[src/rtl/program_loader_pkg.sv]
// ---------------------------------------------------------------------------
// program_loader_pkg
// Shared definitions for the program loader: FSM state encoding, memory
// depth and the bit positions of the count fields in the stream header word.
// ---------------------------------------------------------------------------
package program_loader_pkg;

    // Depth of both the instruction and the data memory, in words.
    localparam int MEM_DEPTH = 2048;

    // Header word layout: im_count sits in [27:16], dm_count in [11:0].
    localparam int IM_CNT_LSB = 16;
    localparam int DM_CNT_LSB = 0;

    typedef enum logic [2:0] {
        ST_HEADER,
        ST_IM_WR,
        ST_DM_WR,
        ST_CHECK,
        ST_DRAIN,
        ST_RUN,
        ST_ERROR
    } state_t;

endpackage

[src/rtl/program_loader_if.sv]
// ---------------------------------------------------------------------------
// program_loader_if
// Host word stream into the program loader (valid/ready handshake).
//   in_data  : stream word, driven by the host
//   in_valid : in_data is valid, driven by the host
//   in_ready : loader takes the word on this edge, driven by the loader
// Modports: master = host side, slave = loader side.
// ---------------------------------------------------------------------------
interface program_loader_if #(
    parameter int DATA_WIDTH = 32
);
    import program_loader_pkg::*;

    logic [DATA_WIDTH-1:0] in_data;
    logic                  in_valid;
    logic                  in_ready;

    modport master (
        output in_data,
        output in_valid,
        input  in_ready
    );

    modport slave (
        input  in_data,
        input  in_valid,
        output in_ready
    );

endinterface

[src/rtl/program_loader_write_port.sv]
// ---------------------------------------------------------------------------
// loader_write_port
// Registered write-strobe driver for one single-port memory. Every cycle
// with wr_en_i high produces a one-cycle strobe (cen=0, wen=0) in the next
// cycle, carrying the registered data and the current write address; the
// address then advances by one. Outside strobes cen/wen stay high while
// address and data hold their last values. oen is always high (no reads).
// Ports:
//   clk, rst       : clock, synchronous active-high reset
//   clear_i        : reset the write-address counter to 0
//   wr_en_i        : issue one write of data_i
//   data_i         : word to write
//   cen_o, wen_o, oen_o : active-low memory strobes
//   addr_o, data_o : registered memory address and write data
// ---------------------------------------------------------------------------
module loader_write_port
    import program_loader_pkg::*;
#(
    parameter int ADDRESS_WIDTH = 11,
    parameter int DATA_WIDTH    = 32
) (
    input  logic                     clk,
    input  logic                     rst,
    input  logic                     clear_i,
    input  logic                     wr_en_i,
    input  logic [DATA_WIDTH-1:0]    data_i,
    output logic                     cen_o,
    output logic                     wen_o,
    output logic                     oen_o,
    output logic [ADDRESS_WIDTH-1:0] addr_o,
    output logic [DATA_WIDTH-1:0]    data_o
);

    localparam logic [ADDRESS_WIDTH-1:0] ADDR_ONE = ADDRESS_WIDTH'(1);

    logic [ADDRESS_WIDTH-1:0] next_addr_q;
    logic [ADDRESS_WIDTH-1:0] addr_q;
    logic [DATA_WIDTH-1:0]    data_q;
    logic                     cen_q;
    logic                     wen_q;

    // next_addr_q wraps to 0 after a full-depth section, but addr_q keeps
    // the last written address, so the pins never show the wrap.
    always_ff @(posedge clk) begin
        if (rst) begin
            next_addr_q <= '0;
            addr_q      <= '0;
            data_q      <= '0;
            cen_q       <= 1'b1;
            wen_q       <= 1'b1;
        end else begin
            cen_q <= ~wr_en_i;
            wen_q <= ~wr_en_i;
            if (wr_en_i) begin
                addr_q      <= next_addr_q;
                data_q      <= data_i;
                next_addr_q <= next_addr_q + ADDR_ONE;
            end else if (clear_i) begin
                next_addr_q <= '0;
            end
        end
    end

    assign cen_o  = cen_q;
    assign wen_o  = wen_q;
    assign oen_o  = 1'b1;
    assign addr_o = addr_q;
    assign data_o = data_q;

endmodule

[src/rtl/program_loader.sv]
// ---------------------------------------------------------------------------
// program_loader
// Preload controller in front of the processor. Takes a header word
// (im_count in [27:16], dm_count in [11:0]), then im_count instruction
// words and dm_count data words, writing them to IM/DM addresses from 0.
// The core is held in reset (loading=1, proc_rst_n=0) until the load has
// finished; a reload pulse while running starts a new load.
// Optional build macro PROGRAM_LOADER_CHECKSUM_EN: a trailer word follows
// the payload and must equal the XOR of header and payload words,
// otherwise the loader enters the sticky error state.
// Ports:
//   clk, rst        : clock, synchronous active-high reset
//   host            : host word stream (program_loader_if.slave)
//   reload_i        : one-cycle pulse, restarts loading from RUN
//   loading_o       : processor loading flag
//   proc_rst_n_o    : processor active-low reset
//   im_*_load_o     : instruction-memory strobes, address, write data
//   dm_*_load_o     : data-memory strobes, address, write data
//   done_o          : load complete and core running
//   error_o         : sticky header-count or checksum fault
// ---------------------------------------------------------------------------
module program_loader
    import program_loader_pkg::*;
#(
    parameter int ADDRESS_WIDTH = 11,
    parameter int DATA_WIDTH    = 32,
    parameter int COUNT_WIDTH   = 12
) (
    input  logic                     clk,
    input  logic                     rst,
    program_loader_if.slave          host,
    input  logic                     reload_i,
    output logic                     loading_o,
    output logic                     proc_rst_n_o,
    output logic                     im_cen_load_o,
    output logic                     im_wen_load_o,
    output logic                     im_oen_load_o,
    output logic [ADDRESS_WIDTH-1:0] im_addr_load_o,
    output logic [DATA_WIDTH-1:0]    im_datain_load_o,
    output logic                     dm_cen_load_o,
    output logic                     dm_wen_load_o,
    output logic                     dm_oen_load_o,
    output logic [ADDRESS_WIDTH-1:0] dm_addr_load_o,
    output logic [DATA_WIDTH-1:0]    dm_datain_load_o,
    output logic                     done_o,
    output logic                     error_o
);

    localparam logic [COUNT_WIDTH-1:0] CNT_ONE   = COUNT_WIDTH'(1);
    localparam logic [COUNT_WIDTH-1:0] MAX_COUNT = COUNT_WIDTH'(MEM_DEPTH);

`ifdef PROGRAM_LOADER_CHECKSUM_EN
    localparam state_t ST_AFTER_PAYLOAD = ST_CHECK;
`else
    localparam state_t ST_AFTER_PAYLOAD = ST_DRAIN;
`endif

    state_t                 state_q, state_d;
    logic [COUNT_WIDTH-1:0] im_cnt_q, im_cnt_d;
    logic [COUNT_WIDTH-1:0] dm_cnt_q, dm_cnt_d;
    logic [COUNT_WIDTH-1:0] idx_q, idx_d;
    logic                   in_ready_q, in_ready_d;
    logic                   loading_q, proc_rst_n_q, done_q, error_q;
    logic                   run_stable;
    logic                   accept;
    logic                   im_wr, dm_wr, clear_addr;
    logic [COUNT_WIDTH-1:0] hdr_im, hdr_dm;
`ifdef PROGRAM_LOADER_CHECKSUM_EN
    logic [DATA_WIDTH-1:0]  csum_q, csum_d;
`endif

    // in_ready is registered, so it already reflects the current state.
    assign accept = host.in_valid && in_ready_q;
    assign hdr_im = host.in_data[IM_CNT_LSB +: COUNT_WIDTH];
    assign hdr_dm = host.in_data[DM_CNT_LSB +: COUNT_WIDTH];

    always_comb begin
        state_d    = state_q;
        im_cnt_d   = im_cnt_q;
        dm_cnt_d   = dm_cnt_q;
        idx_d      = idx_q;
        im_wr      = 1'b0;
        dm_wr      = 1'b0;
        clear_addr = 1'b0;
`ifdef PROGRAM_LOADER_CHECKSUM_EN
        csum_d     = csum_q;
`endif
        case (state_q)
            ST_HEADER: begin
                if (accept) begin
                    im_cnt_d = hdr_im;
                    dm_cnt_d = hdr_dm;
                    idx_d    = '0;
`ifdef PROGRAM_LOADER_CHECKSUM_EN
                    csum_d   = host.in_data;
`endif
                    if (hdr_im > MAX_COUNT || hdr_dm > MAX_COUNT) begin
                        state_d = ST_ERROR;
                    end else if (hdr_im != '0) begin
                        state_d = ST_IM_WR;
                    end else if (hdr_dm != '0) begin
                        state_d = ST_DM_WR;
                    end else begin
                        state_d = ST_AFTER_PAYLOAD;
                    end
                end
            end
            ST_IM_WR: begin
                if (accept) begin
                    im_wr = 1'b1;
`ifdef PROGRAM_LOADER_CHECKSUM_EN
                    csum_d = csum_q ^ host.in_data;
`endif
                    if ((idx_q + CNT_ONE) == im_cnt_q) begin
                        idx_d   = '0;
                        state_d = (dm_cnt_q != '0) ? ST_DM_WR : ST_AFTER_PAYLOAD;
                    end else begin
                        idx_d = idx_q + CNT_ONE;
                    end
                end
            end
            ST_DM_WR: begin
                if (accept) begin
                    dm_wr = 1'b1;
`ifdef PROGRAM_LOADER_CHECKSUM_EN
                    csum_d = csum_q ^ host.in_data;
`endif
                    if ((idx_q + CNT_ONE) == dm_cnt_q) begin
                        idx_d   = '0;
                        state_d = ST_AFTER_PAYLOAD;
                    end else begin
                        idx_d = idx_q + CNT_ONE;
                    end
                end
            end
`ifdef PROGRAM_LOADER_CHECKSUM_EN
            ST_CHECK: begin
                if (accept) begin
                    state_d = (host.in_data == csum_q) ? ST_DRAIN : ST_ERROR;
                end
            end
`endif
            ST_DRAIN: begin
                state_d = ST_RUN;
            end
            ST_RUN: begin
                if (reload_i) begin
                    state_d    = ST_HEADER;
                    clear_addr = 1'b1;
                end
            end
            ST_ERROR: begin
                state_d = ST_ERROR;
            end
            default: begin
                state_d = ST_ERROR;
            end
        endcase
    end

    assign in_ready_d = (state_d == ST_HEADER) || (state_d == ST_IM_WR) ||
                        (state_d == ST_DM_WR)  || (state_d == ST_CHECK);

    // The core is released one cycle after RUN is entered, but the status
    // drops on the very edge that leaves RUN.
    assign run_stable = (state_q == ST_RUN) && (state_d == ST_RUN);

    always_ff @(posedge clk) begin
        if (rst) begin
            state_q      <= ST_HEADER;
            im_cnt_q     <= '0;
            dm_cnt_q     <= '0;
            idx_q        <= '0;
            in_ready_q   <= 1'b0;
            loading_q    <= 1'b1;
            proc_rst_n_q <= 1'b0;
            done_q       <= 1'b0;
            error_q      <= 1'b0;
`ifdef PROGRAM_LOADER_CHECKSUM_EN
            csum_q       <= '0;
`endif
        end else begin
            state_q      <= state_d;
            im_cnt_q     <= im_cnt_d;
            dm_cnt_q     <= dm_cnt_d;
            idx_q        <= idx_d;
            in_ready_q   <= in_ready_d;
            loading_q    <= ~run_stable;
            proc_rst_n_q <= run_stable;
            done_q       <= run_stable;
            error_q      <= error_q | (state_d == ST_ERROR);
`ifdef PROGRAM_LOADER_CHECKSUM_EN
            csum_q       <= csum_d;
`endif
        end
    end

    assign host.in_ready = in_ready_q;
    assign loading_o     = loading_q;
    assign proc_rst_n_o  = proc_rst_n_q;
    assign done_o        = done_q;
    assign error_o       = error_q;

    loader_write_port #(
        .ADDRESS_WIDTH(ADDRESS_WIDTH),
        .DATA_WIDTH   (DATA_WIDTH)
    ) u_im_port (
        .clk    (clk),
        .rst    (rst),
        .clear_i(clear_addr),
        .wr_en_i(im_wr),
        .data_i (host.in_data),
        .cen_o  (im_cen_load_o),
        .wen_o  (im_wen_load_o),
        .oen_o  (im_oen_load_o),
        .addr_o (im_addr_load_o),
        .data_o (im_datain_load_o)
    );

    loader_write_port #(
        .ADDRESS_WIDTH(ADDRESS_WIDTH),
        .DATA_WIDTH   (DATA_WIDTH)
    ) u_dm_port (
        .clk    (clk),
        .rst    (rst),
        .clear_i(clear_addr),
        .wr_en_i(dm_wr),
        .data_i (host.in_data),
        .cen_o  (dm_cen_load_o),
        .wen_o  (dm_wen_load_o),
        .oen_o  (dm_oen_load_o),
        .addr_o (dm_addr_load_o),
        .data_o (dm_datain_load_o)
    );

endmodule

[src/flat_wrapper.sv]
// flat-port wrapper written by rule: the top's interface ports become plain ports
module program_loader_flat import program_loader_pkg::*;
#(
    parameter int ADDRESS_WIDTH = 11,
    parameter int DATA_WIDTH    = 32,
    parameter int COUNT_WIDTH   = 12
)
  (clk, rst, reload_i, loading_o, proc_rst_n_o, im_cen_load_o, im_wen_load_o, im_oen_load_o, im_addr_load_o, im_datain_load_o, dm_cen_load_o, dm_wen_load_o, dm_oen_load_o, dm_addr_load_o, dm_datain_load_o, done_o, error_o, host_in_data, host_in_valid, host_in_ready);
  program_loader_if #(.DATA_WIDTH(DATA_WIDTH)) host_i ();
  input  logic clk;
  input  logic rst;
  input  logic reload_i;
  output logic loading_o;
  output logic proc_rst_n_o;
  output logic im_cen_load_o;
  output logic im_wen_load_o;
  output logic im_oen_load_o;
  output logic [ADDRESS_WIDTH-1:0] im_addr_load_o;
  output logic [DATA_WIDTH-1:0] im_datain_load_o;
  output logic dm_cen_load_o;
  output logic dm_wen_load_o;
  output logic dm_oen_load_o;
  output logic [ADDRESS_WIDTH-1:0] dm_addr_load_o;
  output logic [DATA_WIDTH-1:0] dm_datain_load_o;
  output logic done_o;
  output logic error_o;
  input wire logic [$bits(host_i.in_data)-1:0] host_in_data;
  input wire logic [$bits(host_i.in_valid)-1:0] host_in_valid;
  output wire logic [$bits(host_i.in_ready)-1:0] host_in_ready;
  assign host_i.in_data = host_in_data;
  assign host_i.in_valid = host_in_valid;
  assign host_in_ready = host_i.in_ready;
  program_loader #(.ADDRESS_WIDTH(ADDRESS_WIDTH), .DATA_WIDTH(DATA_WIDTH), .COUNT_WIDTH(COUNT_WIDTH)) u_core (.clk(clk), .rst(rst), .host(host_i), .reload_i(reload_i), .loading_o(loading_o), .proc_rst_n_o(proc_rst_n_o), .im_cen_load_o(im_cen_load_o), .im_wen_load_o(im_wen_load_o), .im_oen_load_o(im_oen_load_o), .im_addr_load_o(im_addr_load_o), .im_datain_load_o(im_datain_load_o), .dm_cen_load_o(dm_cen_load_o), .dm_wen_load_o(dm_wen_load_o), .dm_oen_load_o(dm_oen_load_o), .dm_addr_load_o(dm_addr_load_o), .dm_datain_load_o(dm_datain_load_o), .done_o(done_o), .error_o(error_o));
endmodule
[config.mk]
export PLATFORM = sky130hd
export DESIGN_NAME = program_loader_flat
export DESIGN_NICKNAME = d
export VERILOG_FILES = /design/src/rtl/program_loader_pkg.sv /design/src/rtl/program_loader_if.sv /design/src/rtl/program_loader_write_port.sv /design/src/rtl/program_loader.sv /design/src/flat_wrapper.sv
export SDC_FILE = /design/constraint.sdc
export NUM_CORES = 1
export LEC_CHECK = 0
export ABC_AREA = 1
export BUFFER_PORTS_ARGS = -buffer_cell sky130_fd_sc_hd__buf_2
export CAP_MARGIN = 40
export CORE_MARGIN = 8
export CORE_UTILIZATION = 50
export DETAILED_ROUTE_END_ITERATION = 7
export PLACE_DENSITY = 0.73
export SYNTH_ARGS = -nofsm -noshare
export SYNTH_HDL_FRONTEND = slang
export SYNTH_SLANG_ARGS = --single-unit
[constraint.sdc]
create_clock -name clk -period 2.1 [get_ports clk]
set_input_delay 0.63 -clock clk [delete_from_list [all_inputs] [get_ports clk]]
set_output_delay 0.63 -clock clk [all_outputs]
set_load 0.005 [all_outputs]
# ---- After elaboration in Yosys (flattened, before gate mapping)
# Index checks and enable logic that the tools add are counted.
# W data, S select, Z words.
dict set report op_classes {
  bitwise 4
  eq_ne 14
  n_mux 25
  n_reduce_logical 16
  addsub 3
  order_cmp 2
}
# operator count
set op_table {}
lappend op_table {{$mux W12} 5}
lappend op_table {{$pmux W12 S3} 1}
lappend op_table {{$reduce_bool A12 Y1} 3}
lappend op_table {{$mux W11} 3}
lappend op_table {{$mux W3} 10}
lappend op_table {{$eq A12 B12 Y1} 2}
lappend op_table {{$gt A12 B12 Y1 const B} 2}
lappend op_table {{$add A11 B1 Y11 const B} 2}
lappend op_table {{$pmux W3 S5} 1}
lappend op_table {{$add A12 B1 Y12 const B} 1}
lappend op_table {{$eq A3 B3 Y1 const B} 4}
lappend op_table {{$eq A3 B2 Y1 const B} 3}
lappend op_table {{$eq A3 B1 Y1 const B} 2}
lappend op_table {{$logic_not A3 Y1} 2}
lappend op_table {{$ne A2 B1 Y1 const B} 3}
lappend op_table {{$mux W1} 5}
lappend op_table {{$logic_or A1 B1 Y1} 4}
lappend op_table {{$reduce_and A4 Y1} 1}
lappend op_table {{$reduce_bool A2 Y1} 2}
lappend op_table {{$not A1 Y1} 3}
lappend op_table {{$reduce_bool A3 Y1} 1}
lappend op_table {{$logic_and A1 B1 Y1} 2}
lappend op_table {{$reduce_and A2 Y1} 1}
lappend op_table {{$or A1 B1 Y1} 1}
dict set report word_totals {
  regBits 153
}

# ---- Longest topological paths before layout
dict set report depth {
  word_depth 10
  ltp_mapped 17
  ltp_nobuf 17
}

# ---- Modules after synthesis
# A second synthesis with hierarchy kept.
dict set report unflattened {
  hier_cells 1016
  area_unflattened_um2 7131.8
}
# mod cells_per_inst area_each_um2 seq_area_each_um2 instances
set by_module_without_submodules {}
lappend by_module_without_submodules {loader_write_port 279 2204.6 1101.1 2}
lappend by_module_without_submodules {program_loader 458 2722.6 860.8 1}

# ---- Least setup slack after synthesis
# Ideal clock, no wire load.
dict set report synth_timing {
  path_kind {reg-to-reg}
  startpoint {register u_core.idx_q[0]}
  endpoint {register u_core.idx_q[11]}
  n_path_buf 1
  t_arrival_ps 1852
  path_stages_with_launch 16
  setup_slack_ps 115
  synth_period_minus_slack_ps 1985
  cell_sequence {dfxtp_1 -> ha_1 -> nand3_1 -> o21ai_0 -> nand3_1 -> nand2_1 -> nand2_1 -> inv_1 -> nand2_1 -> nor2_1 -> nand2_1 -> nand2_1 -> nand2_2 -> buf_6 -> nand3_1 -> a21oi_1}
}
dict set report synth_via {
  elab_chain_len 5
  word_cells_on_any_way 8
}
# element line_no
set synth_rtl {}
lappend synth_rtl {{start, declared} program_loader.sv:61} ;# logic [COUNT_WIDTH-1:0] idx_q, idx_d;
lappend synth_rtl {{start signal, assigned} program_loader.sv:186} ;# idx_q <= idx_d;
lappend synth_rtl {{$add A12 B1 Y12 (*)} n/a}
lappend synth_rtl {{$eq A12 B12 Y1 (on tied branches)} {program_loader.sv:128, program_loader.sv:114}}
lappend synth_rtl {{$mux W12 (on tied branches)} {program_loader.sv:128, program_loader.sv:114}}
lappend synth_rtl {{$mux W12 (on tied branches)} {program_loader.sv:123, program_loader.sv:109}}
lappend synth_rtl {{$pmux W12 S3 (*)} program_loader.sv:88} ;# case (state_q)
# Every way passes the cells marked *; elsewhere a longest branch is shown, timed or not. The select of a mux whose other input is x is not followed.
# A chain may end at the register's enable or synchronous reset.

# ---- Final worst setup path
dict set report layout_timing {
  startpoint {register u_core.idx_q[0]}
  endpoint {register u_core.error_q, in the netlist u_core.error_o}
}
dict set report layout_via {
  elab_chain_len 7
  word_cells_on_any_way 10
}
# element line_no
set layout_rtl {}
lappend layout_rtl {{$add A12 B1 Y12 (*)} {program_loader.sv:114, program_loader.sv:128}}
lappend layout_rtl {{$eq A12 B12 Y1 (on tied branches)} {program_loader.sv:128, program_loader.sv:114}}
lappend layout_rtl {{$mux W3 (on tied branches)} {program_loader.sv:128, program_loader.sv:114}}
lappend layout_rtl {{$mux W3 (on tied branches)} {program_loader.sv:123, program_loader.sv:109}}
lappend layout_rtl {{$pmux W3 S5 (*)} program_loader.sv:88}
lappend layout_rtl {{$eq A3 B3 Y1 (*)} program_loader.sv:191} ;# error_q <= error_q | (state_d == ST_ERROR);
lappend layout_rtl {{$or A1 B1 Y1 (*)} program_loader.sv:191}
lappend layout_rtl {{end signal, assigned} program_loader.sv:191}
lappend layout_rtl {{end, declared} program_loader.sv:63} ;# logic loading_q, proc_rst_n_q, done_q, error_q;
# Every way passes the cells marked *; elsewhere a longest branch is shown, timed or not.

==> flow_summary_export.csv <==
group,metric,value,unit
timing,hold_viol,0,
grt,grt_pass1_wl,31040,microns
worst_setup_path,path_cells,"buf_4 -> inv_2 -> nor2_2 -> buf_6 -> nand2_1 -> nand2_1 -> nor2_1 -> buf_4 -> nor3_1 -> nand2_1 -> nor2_2 -> nand3_1 -> nand4_1 -> nand2_1 -> nand2_1 -> nand2_1",
layout,nFillCells,1185,
timing,fmax,487.2,MHz
synth,yosysMostFrequentCell,"nand2_1",
placement,port_buffers,130,
placement,dp_slack,-0.02919,ns
worst_setup_path,worstSetupPathType,"reg2reg",
routing,dr.pass1.iters,5,
grt,first_global_vias,6287,
power,total_leakage_power,0.003837,uW
grt,gr-total-overflow,0,
worst_setup_path,start_kind,"flip-flop",
clock_network,cts_buffers,17,
synth,synth_edf_count,0,
routing,wire_per_inst,15.08,microns
layout,fin_nets,1148,
synth,syn_avg_cell_area,7.015,sq um
worst_setup_path,r2r-start,"u_core.idx_q[0]",
job,cap_viol_max_count,0,
synth,synthMuxAreaShare,0,
floorplan,fp.dieW,131.1,microns
timing,worstMarginPinSlew,0.7183,ns
clock_network,clk_path_buf_depth,2,
layout,final_core_util,0.6493,
layout,antennaDiodeCount,0,
routing,first_iter_violations,542,
synth,synthSimpleGateAreaFrac,0.2602,
grt,antenna_found_initial,0,
floorplan,io_pins,133,
timing,max_slew_margin,0.5211,
timing,setup_viol,0,
worst_setup_path,cpPeakStageDelay,0.36,ns
synth,netlist_area,6623,sq um
min_path,min_path_cells,3,
placement,dp_hpwl,13920,microns
timing,timing.final.crit_share,0.9774,
clock_network,cts_hold_buf,0,
clock_network,post-cts-setup-buffers,0,
clock_network,cts_tree,"built",
worst_setup_path,end_kind,"flip-flop",
clock_network,worstSkewPairLatency,0.42,ns
synth,synthXorXnorAreaFrac,0,
synth,synth_seq_cells,153,
routing,via_per_inst,5.155,
synth,synth_commonest_cells,"nand2_1, dfxtp_1, a21oi_1",
placement,place.gp.congestion,0.8981,
clock_network,cts_sinks,153,
floorplan,die_area,17180,sq um
worst_setup_path,timing.rr.end,"u_core.error_o",
worst_setup_path,crit_required,2.42,ns
clock_network,root_buffer,"clkbuf_16",
synth,synth.distinct_cells,34,
layout,drive_gt1_frac,0.2371,
synth,synth_ff_type,"dfxtp_1",
floorplan,num_rows,42,
floorplan,core-area,13090,sq um
grt,grtUsageTotal,0.2292,
worst_setup_path,cp_max_fo,8,
worst_setup_path,endpoint,"u_core.error_o",
synth,ys_top_cells_by_area,"dfxtp_1, nand2_1, a21oi_1",
routing,drt_wl_total,19580,microns
worst_setup_path,cp.arrival,2.37,ns
outcome,outcome,"complete, no violations",
worst_setup_path,cpMaxStageDelayCell,"dfxtp_2",
timing,finalClockSkew,0.006688,ns
worst_setup_path,cpMostUsedCell,"nand2_1",
synth,synth_top_area_frac,0.4625,
timing,min_period,2.052,ns
clock_network,clkTransAtPathRegs,0.06,ns
timing,slew_violations,0,
synth,synth-async-reset-ratio,0,
floorplan,die_y,131.1,microns
power,power_density,970.6,nW/um^2
routing,ant_nets,0,
synth,synth_seq_area_share,0.4625,
floorplan,start_util,0.5061,
min_path,hp-class,"in2reg",
synth,ys.warnings.count,0,
routing,drc,0,
synth,synthAdderAreaFrac,0.005668,
synth,synth_top_area_cell,"dfxtp_1",
worst_setup_path,crit_start,"u_core.idx_q[0]",
clock_network,htree_levels,4,
routing,vias,6691,
power,ir_drop,0.0007148,V
synth,synth_compound_gate_area_share,0.1859,
worst_setup_path,reg2reg_depth,16,
grt,grt_max_degree,63,
timing,rsz0062_at_grt,"yes",
synth,synth_cells,944,
layout,syn_to_final_growth,28.28,%
synth,synth_top_family_by_area,"simple AND/OR/NAND/NOR gates",
timing,setup_slack,0.04750,ns
worst_setup_path,regToRegSetupSlack,0.05,ns
## critical path: cells and delay by family, from the launching register on
kind                   cells  cell delay, ns
buffers and inverters      4            0.46
and+or+nand+nor           12            1.11
DFF                        1            0.36
## kinds of logic after synthesis
group / after synthesis
AO/OA/AOI/OAI: 233
adder cells (fa/ha/maj): 3
buffers and inverters: 142
other: 1
AND/OR/NAND/NOR: 412
flip-flops: 153
## what timing repair did
| item | CTS | global route |
|---|---|---|
| setup endpoints to repair | 12 | 17 |
| resized for setup | 6 | 29 |
| cloned | 0 | 0 |
| pin swaps | 0 | 6 |
| endpoints found under the hold margin | 0 | 0 |
## area by class of cell
type	count	area (sq um)	share of cell area
Timing Repair Buffer	193	1169	0.1376
Tap cell	176	220.2	0.02592
Multi-Input combinational cell	650	3113	0.3664
Clock buffer	20	456.7	0.05376
Sequential cell	153	3068	0.3611
Inverter	94	352.8	0.04153
Clock inverter	12	116.4	0.01370
## how the worst min path moves through the flow
stage | endpoint | startpoint | slack, ns
after floorplan | u_core.u_im_port.next_addr_q[9] | u_core.u_im_port.next_addr_q[9] | 0.44
after global placement | u_core.error_o | u_core.error_o | 0.44
after detailed placement | u_core.error_o | u_core.error_o | 0.44
after CTS | u_core.u_im_port.data_o[31] | host_in_data[31] | 0.44
after global routing | u_core.u_im_port.data_o[31] | host_in_data[31] | 0.44
final | u_core.u_im_port.data_o[31] | host_in_data[31] | 0.45
## through the flow
stage          cell area (sq um)  hold slack (ns)  instances  total power, uW  TNS (ns)
2_1_floorplan               6626           0.4364        945             4517         0
3_3_place_gp                7804           0.4388       1266             5231         0
3_5_place_dp                7804           0.4381       1266             5241   -0.1437
4_1_cts                     8398           0.4408       1298             8190         0
5_1_grt                     8496           0.4424       1298             8679    -1.361
6_report                    8496           0.4456       1298             8246         0
## flip-flops by register name, summed over array words and instances, names as in the netlist, 3 cells and up
register,count
u_core.im_cnt_q,12
u_core.u_dm_port.addr_o,11
u_core.u_im_port.data_o,32
u_core.u_dm_port.data_o,32
u_core.state_q,3
u_core.dm_cnt_q,12
u_core.u_dm_port.next_addr_q,11
u_core.u_im_port.next_addr_q,11
u_core.idx_q,12
u_core.u_im_port.addr_o,11
## cells in the final DEF, fill, tap and decap left out, drive strengths merged, types with 2 or more instances in the layout
| cell | instances |
|---|---|
| a22oi | 3 |
| nor4 | 2 |
| a211oi | 6 |
| dfxtp | 153 |
| nand4 | 10 |
| clkinv | 8 |
| a31oi | 2 |
| inv | 96 |
| a221oi | 4 |
| ha | 3 |
| nand2 | 217 |
| conb | 2 |
| o21ai | 94 |
| a21oi | 117 |
| nand3 | 66 |
| clkbuf | 20 |
| nor3 | 8 |
| a311oi | 3 |
| buf | 193 |
| nor2 | 108 |
## metal layers
layer / GRT usage / vias up / wire length (microns)
met5: 0 / - / 0
met4: 0.08170 / 0 / 415
met3: 0.05744 / 36 / 997
met2: 0.3776 / 186 / 9502
met1: 0.2847 / 3048 / 8663
li1: - / 3421 / -
## power by group
group          switching (uW)  leakage (uW)  internal (uW)  total [uW]
clock network            1230      0.000283           1710        2940
registers                 205       0.00124           3210        3410
logic                    1170       0.00231            719        1890
No activity file was read; power rests on OpenSTA's default activity.
